===== src/rtl/seq_stage_controller.sv =====
// Multi-cycle Y86-64 SEQ sequencer: owns the architectural PC, steps one stage per cycle with
// one-hot enables, waits on the data-memory handshake with a timeout, and tracks Y86 status.
module seq_stage_controller #(
    parameter logic [63:0] RESET_PC    = 64'd0,
    parameter int          MEM_TIMEOUT = 16,
    parameter int          MAX_INSTR   = 0
) (
    input  logic        clk,
    input  logic        rst,
    input  logic        start,
    input  logic        step_mode,
    input  logic [3:0]  icode,
    input  logic        instr_valid,
    input  logic        imem_error,
    input  logic        mem_done,
    input  logic        dmem_error,
    input  logic [63:0] nPC,
    output logic [63:0] PC,
    output logic        fetch_en,
    output logic        decode_en,
    output logic        execute_en,
    output logic        memory_en,
    output logic        writeback_en,
    output logic [2:0]  stat,
    output logic        busy,
    output logic        halted,
    output logic [31:0] instr_count,
    output logic [31:0] cycle_count
);

    localparam logic [2:0] STAT_AOK = 3'd1;
    localparam logic [2:0] STAT_HLT = 3'd2;
    localparam logic [2:0] STAT_ADR = 3'd3;
    localparam logic [2:0] STAT_INS = 3'd4;

    localparam int             WW        = $clog2(MEM_TIMEOUT) + 1;
    localparam logic [WW-1:0]  WAIT_LAST = WW'(MEM_TIMEOUT - 1);
    // Divisor forced non-zero so the modulo stays well defined when the budget is disabled.
    localparam logic [31:0]    MAX_DIV   = (MAX_INSTR == 0) ? 32'd1 : 32'(MAX_INSTR);

    typedef enum logic [2:0] {
        S_IDLE, S_FETCH, S_DECODE, S_EXECUTE, S_MEMORY, S_WRITEBACK, S_PCUPD, S_HALT
    } state_t;

    state_t        state;
    state_t        next_state;
    logic [2:0]    next_stat;
    logic [3:0]    icode_q;
    logic [WW-1:0] wait_cnt;
    logic [31:0]   count_inc;
    logic          budget_hit;

    function automatic logic is_mem_class(input logic [3:0] code);
        case (code)
            4'h4, 4'h5, 4'h8, 4'h9, 4'hA, 4'hB: is_mem_class = 1'b1;
            default:                             is_mem_class = 1'b0;
        endcase
    endfunction

    always_comb begin
        count_inc  = (instr_count == 32'hFFFF_FFFF) ? instr_count : instr_count + 32'd1;
        budget_hit = (MAX_INSTR != 0) && ((count_inc % MAX_DIV) == 32'd0);
    end

    always_comb begin
        next_state = state;
        next_stat  = stat;
        case (state)
            S_IDLE: if (start) next_state = S_FETCH;
            S_FETCH: begin
                if (imem_error) begin
                    next_stat  = STAT_ADR;
                    next_state = S_HALT;
                end else if (!instr_valid) begin
                    next_stat  = STAT_INS;
                    next_state = S_HALT;
                end else begin
                    next_state = S_DECODE;
                end
            end
            S_DECODE:  next_state = S_EXECUTE;
            S_EXECUTE: next_state = S_MEMORY;
            S_MEMORY: begin
                // A mem_done arriving on the last allowed cycle is checked first and wins.
                if (!is_mem_class(icode_q)) begin
                    next_state = S_WRITEBACK;
                end else if (mem_done) begin
                    if (dmem_error) begin
                        next_stat  = STAT_ADR;
                        next_state = S_HALT;
                    end else begin
                        next_state = S_WRITEBACK;
                    end
                end else if (wait_cnt == WAIT_LAST) begin
                    next_stat  = STAT_ADR;
                    next_state = S_HALT;
                end
            end
            S_WRITEBACK: next_state = S_PCUPD;
            S_PCUPD: begin
                if (icode_q == 4'h0) begin
                    next_stat  = STAT_HLT;
                    next_state = S_HALT;
                end else if (step_mode || budget_hit) begin
                    next_state = S_IDLE;
                end else begin
                    next_state = S_FETCH;
                end
            end
            S_HALT:  next_state = S_HALT;
            default: next_state = S_IDLE;
        endcase
    end

    // Outputs are registered from the next state so every enable is a clean flop output.
    always_ff @(posedge clk or posedge rst) begin
        if (rst) begin
            state        <= S_IDLE;
            PC           <= RESET_PC;
            stat         <= STAT_AOK;
            fetch_en     <= 1'b0;
            decode_en    <= 1'b0;
            execute_en   <= 1'b0;
            memory_en    <= 1'b0;
            writeback_en <= 1'b0;
            busy         <= 1'b0;
            halted       <= 1'b0;
            instr_count  <= 32'd0;
            cycle_count  <= 32'd0;
            icode_q      <= 4'h0;
            wait_cnt     <= '0;
        end else begin
            state        <= next_state;
            stat         <= next_stat;
            fetch_en     <= (next_state == S_FETCH);
            decode_en    <= (next_state == S_DECODE);
            execute_en   <= (next_state == S_EXECUTE);
            memory_en    <= (next_state == S_MEMORY);
            writeback_en <= (next_state == S_WRITEBACK);
            busy         <= (next_state != S_IDLE) && (next_state != S_HALT);
            halted       <= (next_state == S_HALT);
            if (state == S_FETCH) icode_q <= icode;
            if (state == S_EXECUTE) wait_cnt <= '0;
            else if (state == S_MEMORY) wait_cnt <= wait_cnt + WW'(1);
            if (state == S_PCUPD) begin
                PC          <= nPC;
                instr_count <= count_inc;
            end
            if (busy && (cycle_count != 32'hFFFF_FFFF)) cycle_count <= cycle_count + 32'd1;
        end
    end

endmodule


===== config.mk =====
export PLATFORM = sky130hd
export DESIGN_NAME = seq_stage_controller
export DESIGN_NICKNAME = d
export VERILOG_FILES = /design/src/rtl/seq_stage_controller.sv
export SDC_FILE = /design/constraint.sdc
export NUM_CORES = 1
export LEC_CHECK = 0
export CORE_MARGIN = 3
export CORE_UTILIZATION = 46
export DETAILED_ROUTE_END_ITERATION = 12
export PLACE_DENSITY = 0.82
export SETUP_SLACK_MARGIN = 0.1
export SYNTH_ARGS = -nofsm -noshare
export SYNTH_HDL_FRONTEND = slang
export SYNTH_SLANG_ARGS = --single-unit

===== constraint.sdc =====
create_clock -name clk -period 6.2 [get_ports clk]
set_input_delay 0.62 -clock clk [delete_from_list [all_inputs] [get_ports clk]]
set_output_delay 0.62 -clock clk [all_outputs]
set_load 0.005 [all_outputs]

# After elaboration in Yosys (flattened, before gate mapping)
# Cells that the tools add are included.
dict set report word_totals {
  in_bits 76
  wordCells 78
  output_inout_bits 138
  register_bits 150
}
dict set report classes {
  addsub 3
  n_bitwise 1
  n_eq_ne 28
  n_reduce_logical 10
  n_mux 22
}
# cell count
set op_table {}
lappend op_table {{$add A32 B1 Y32 const B} 2}
lappend op_table {{$mux W3} 14}
lappend op_table {{$eq A32 B32 Y1 const B} 1}
lappend op_table {{$ne A32 B32 Y1 const B} 1}
lappend op_table {{$pmux W3 S8} 1}
lappend op_table {{$eq A3 B3 Y1 const B} 7}
lappend op_table {{$eq A4 B4 Y1 const B} 4}
lappend op_table {{$eq A3 B2 Y1 const B} 4}
lappend op_table {{$ne A3 B3 Y1 const B} 4}
lappend op_table {{$mux W5} 2}
lappend op_table {{$pmux W3 S3} 1}
lappend op_table {{$eq A4 B3 Y1 const B} 2}
lappend op_table {{$eq A3 B1 Y1 const B} 2}
lappend op_table {{$reduce_and A6 Y1} 1}
lappend op_table {{$reduce_bool A3 Y1} 2}
lappend op_table {{$reduce_or A6 Y1} 1}
lappend op_table {{$add A5 B1 Y5 const B} 1}
lappend op_table {{$eq A5 B4 Y1 const B} 1}
lappend op_table {{$logic_not A4 Y1} 1}
lappend op_table {{$ne A2 B2 Y1 const B} 2}
lappend op_table {{$logic_not A3 Y1} 1}
lappend op_table {{$mux W1} 3}
lappend op_table {{$logic_and A1 B1 Y1} 2}
lappend op_table {{$mux W2} 1}
lappend op_table {{other kinds (3)} 3}

# Depth between registers and ports, before layout
dict set report depth {
  word_depth 8
  depth_mapped 8
  ltp_nobuf 8
}

# Least setup slack after synthesis
# OpenSTA, ideal clock, no wires.
dict set report synth_timing {
  kind {flip-flop to flip-flop}
  start {reg wait_cnt[0]}
  end {reg stat[0]}
  period_less_slack_ns 2.008
  setup_ns 0.082
  path_buffers 0
  required_time_ns 6.118
  t_arrival_ns 1.926
  path_stages_with_launch 9
  slack_ns 4.192
  path_cell_list {dfrtp_1 -> ha_1 -> and3_1 -> ha_1 -> mux2_2 -> o211ai_1 -> a21oi_1 -> a21oi_1 -> mux2_2}
}
dict set report synth_between {
  elab_chain_len 3
}
# item line_no
set synth_rtl {}
lappend synth_rtl {{from (decl)} 49} ;# logic [WW-1:0] wait_cnt;
lappend synth_rtl {{from (signal assigned)} 144} ;# else if (state == S_MEMORY) wait_cnt <= wait_cnt + WW'(1);
lappend synth_rtl {{$eq A5 B4 Y1} 94} ;# end else if (wait_cnt == WAIT_LAST) begin
lappend synth_rtl {{$ne A3 B3 Y1 (no line)} --}
lappend synth_rtl {{$reduce_and A6 Y1 (no line)} --}
lappend synth_rtl {{to (signal assigned)} 134} ;# stat <= next_stat;
lappend synth_rtl {{to (decl)} 24} ;# output logic [2:0] stat,
# Every way passes these cells.
# A chain may end at the register's enable or synchronous reset.

# Worst setup path in the final report
dict set report layout_timing {
  start {reg state[1]}
  end {reg instr_count[28]}
}
dict set report layout_between {
  elab_chain_len 2
}
# item line_no
set layout_rtl {}
lappend layout_rtl {{from (decl)} 45} ;# state_t state;
lappend layout_rtl {{from (signal assigned)} 133} ;# state <= next_state;
lappend layout_rtl {{$eq A3 B3 Y1} 145} ;# if (state == S_PCUPD) begin
lappend layout_rtl {{$reduce_and A2 Y1 (no line)} --}
lappend layout_rtl {{to (signal assigned)} 147} ;# instr_count <= count_inc;
lappend layout_rtl {{to (decl)} 27} ;# output logic [31:0] instr_count,
# Every way passes these cells.

==> impl_metrics.yaml <==
outcome:
  status: "complete, no violations"
cells_and_area:
  final_layout_size_suffix_gt1_share_pct: 6.48
  area_growth_pct: 45.7
  antenna_cells: 0
  mostFrequentLayoutCells: "nand2_1, clkdlybuf4s50_1, dfrtp_1"
  final_common_cell: "nand2_1"
  fin_nets: 946
  final_util_pct: 70.3
sta:
  worst_slew_pin_slew_ns: 0.936
  timing.slew.headroom_pct: 37.6
  holdWs_ns: 0.470
  final.setup.tns_ns: 0
  finalCritPeriodShare_pct: 39.3
  hold_violations: 0
  post-route-min-period_ns: 2.44
  setup_slack_ns: 3.76
  skew_ns: 0.00698
  finalSetupViolations: 0
  slew_violations: 0
  rsz0062_at_grt: "no"
  timing.fmax_mhz: 410
floorplan:
  start_util_pct: 48.2
  coreArea_um2: 13600
  die_area_um2: 15700
  rows: 42
  ios: 214
  die_w_um: 125
  die_h_um: 125
cts:
  cts_hold_buffers: 0
  path_clk_slew_ns: 0.06
  cts_setup_buffers: 0
  numCtsBuffers: 17
  h-tree-depth: 4
  clockBufferDepth: 2
  clk_latency_ns: 0.42
  cts_resized: 0
  clkSinkCount: 150
  tritoncts: "yes"
  root_buffer: "clkbuf_16"
place:
  globalplace.congestion: 0.794
  place_hpwl_mm: 11.9
  place_ws_ns: 3.57
  io_buffers: 213
power_and_ir_drop:
  switching_power_mw: 0.429
  p_int_mw: 1.80
  comb_power_share_pct: 3.1
  p_seq_share_pct: 44.0
  clock_power_share_pct: 52.9
  p_leak_nw: 4.20
  total_power_mw: 2.23
  power_density_nw_per_um2: 234
  netSwitchingFraction_pct: 19.3
  vdd_drop_max_mv: 0.177
grt:
  grt_pass1_vias: 5610
  antenna_found_initial: 0
  grt_pass1_wl_mm: 27.8
  grt-ovfl-total: 0
  grt_use_total_pct: 22.0
  grt_max_degree: 80
critical_path:
  cp_max_fo: 69
  cp_data_required_time_ns: 6.54
  crit_path_end_kind: "flop"
  ff2ff_path_depth: 6
  crit_arrival_ns: 2.78
  worst-setup-path-type: "flop to flop"
  start_kind: "flop"
synth:
  ys_types: 51
  synthSimpleGateAreaFrac_pct: 25.8
  yosys_warnings: 0
  synth_compound_area_share_pct: 4.65
  synth_edf_count: 0
  yosys.area_share.xor_xnor_pct: 7.90
  netlist_instances: 651
  syn_nets: 731
  synth_top_flop_cell: "dfrtp_1"
  ys_seq_area_share_pct: 57.4
  syn_area_um2: 6540
  synthMuxAreaShare_pct: 1.59
  synth_top_family_by_area: "simple AND/OR/NAND/NOR gates"
  syn_avg_cell_area_um2: 10.0
  synth-seq-cells: 150
  yosys.area_share.adder_pct: 0.765
  synth_async_sr_flop_share_pct: 100
route:
  routed_wl_mm: 17.0
  viasPerCell: 5.17
  first_iter_violations: 278
  drt-pass1-iter-count: 4
  ant_nets: 0
  route.detailed.drc: 0
  drt-wirelength-per-cell_um: 16.1
  vias: 5453
flow_run:
  maxCapViolations: 0
min_path:
  worstHoldPathCells: 2
  hold_class: "flop to flop"
[cell families after synthesis]
| kind of cell | after synthesis |
|---|---|
| XOR/XNOR | 59 |
| AO/OA/AOI/OAI | 42 |
| multiplexers | 9 |
| AND/OR/NAND/NOR | 354 |
| buffers and inverters | 33 |
| flip-flops | 150 |
| adder cells (fa/ha/maj) | 4 |
[synth_stat cells (6+ instances only)]
library cell  number  area, um^2
and3_1             8        50.1
mux2_2             7        78.8
nor2_1            23        86.3
xnor2_1           38         333
nand2_1          219         822
nor3_1            14        70.1
nand3_1           26         130
inv_1             13        48.8
a21oi_1           16        80.1
nand2b_1           6        37.5
nand4_1           22         138
and4_1             7        61.3
nor3b_1            6        45.0
xor2_1            21         184
dfrtp_1          149        3730
clkbuf_1          14        52.6
[routing by layer]
metal	vias to the layer above	part of all wire [%]	GRT usage, %
li1	2608	-	-
met1	2618	40	25.4
met2	193	49	37.4
met3	34	7.8	7.76
met4	0	2.6	9.06
met5	-	0	0
[worst max-delay path, stage by stage, from the launching register on]
cell and delay, ns:
dfrtp_1 0.59, nand3b_1 0.12, buf_4 0.35, nor2_1 0.49, nand3_1 0.35, nor3_1 0.29, xor2_1 0.17
[registers in the layout, indices dropped and copies added (netlist names), 3 cells and up]
name / cells
PC: 64
cycle_count: 32
instr_count: 32
wait_cnt: 5
icode_q: 4
stat: 3
state: 3
[cell type report]
| type | instances | area, um^2 |
|---|---|---|
| repair buffers | 216 | 2150 |
| flip-flops and latches | 150 | 3750 |
| well taps | 176 | 220 |
| multi-input cells | 468 | 2670 |
| inverters | 13 | 53.8 |
| clock inverters | 12 | 224 |
| fillers | 1043 | 4030 |
| clock buffers | 20 | 457 |
[final timing paths]
kind | startpoint | to | slack, ns
max | state[1] | instr_count[28] | 3.76
max in group asynchronous | rst | PC[45] | 4.07
min reg2reg | PC[20] | PC[20] | 0.47
max reg2reg | state[1] | instr_count[28] | 3.76
min in group asynchronous | rst | PC[49] | 0.69
min | PC[20] | PC[20] | 0.47
[stage by stage]
stage	instance area [um^2]	cells
floorplan	6540	651
global placement	8850	1023
detailed placement	8850	1023
CTS	9530	1055
global route	9530	1055
finish	9530	1055
[power by group through the flow]
stage          Combinational (mW)  Clock, mW  Sequential, mW
2_1_floorplan              0.0161          0           0.997
3_5_place_dp               0.0703          0           0.997
3_3_place_gp               0.0697          0           0.997
5_1_grt                    0.0757       1.24           0.978
4_1_cts                    0.0706       1.20           0.979
6_report                   0.0692       1.18           0.979
Note: power is estimated with default switching activity, not from simulation.
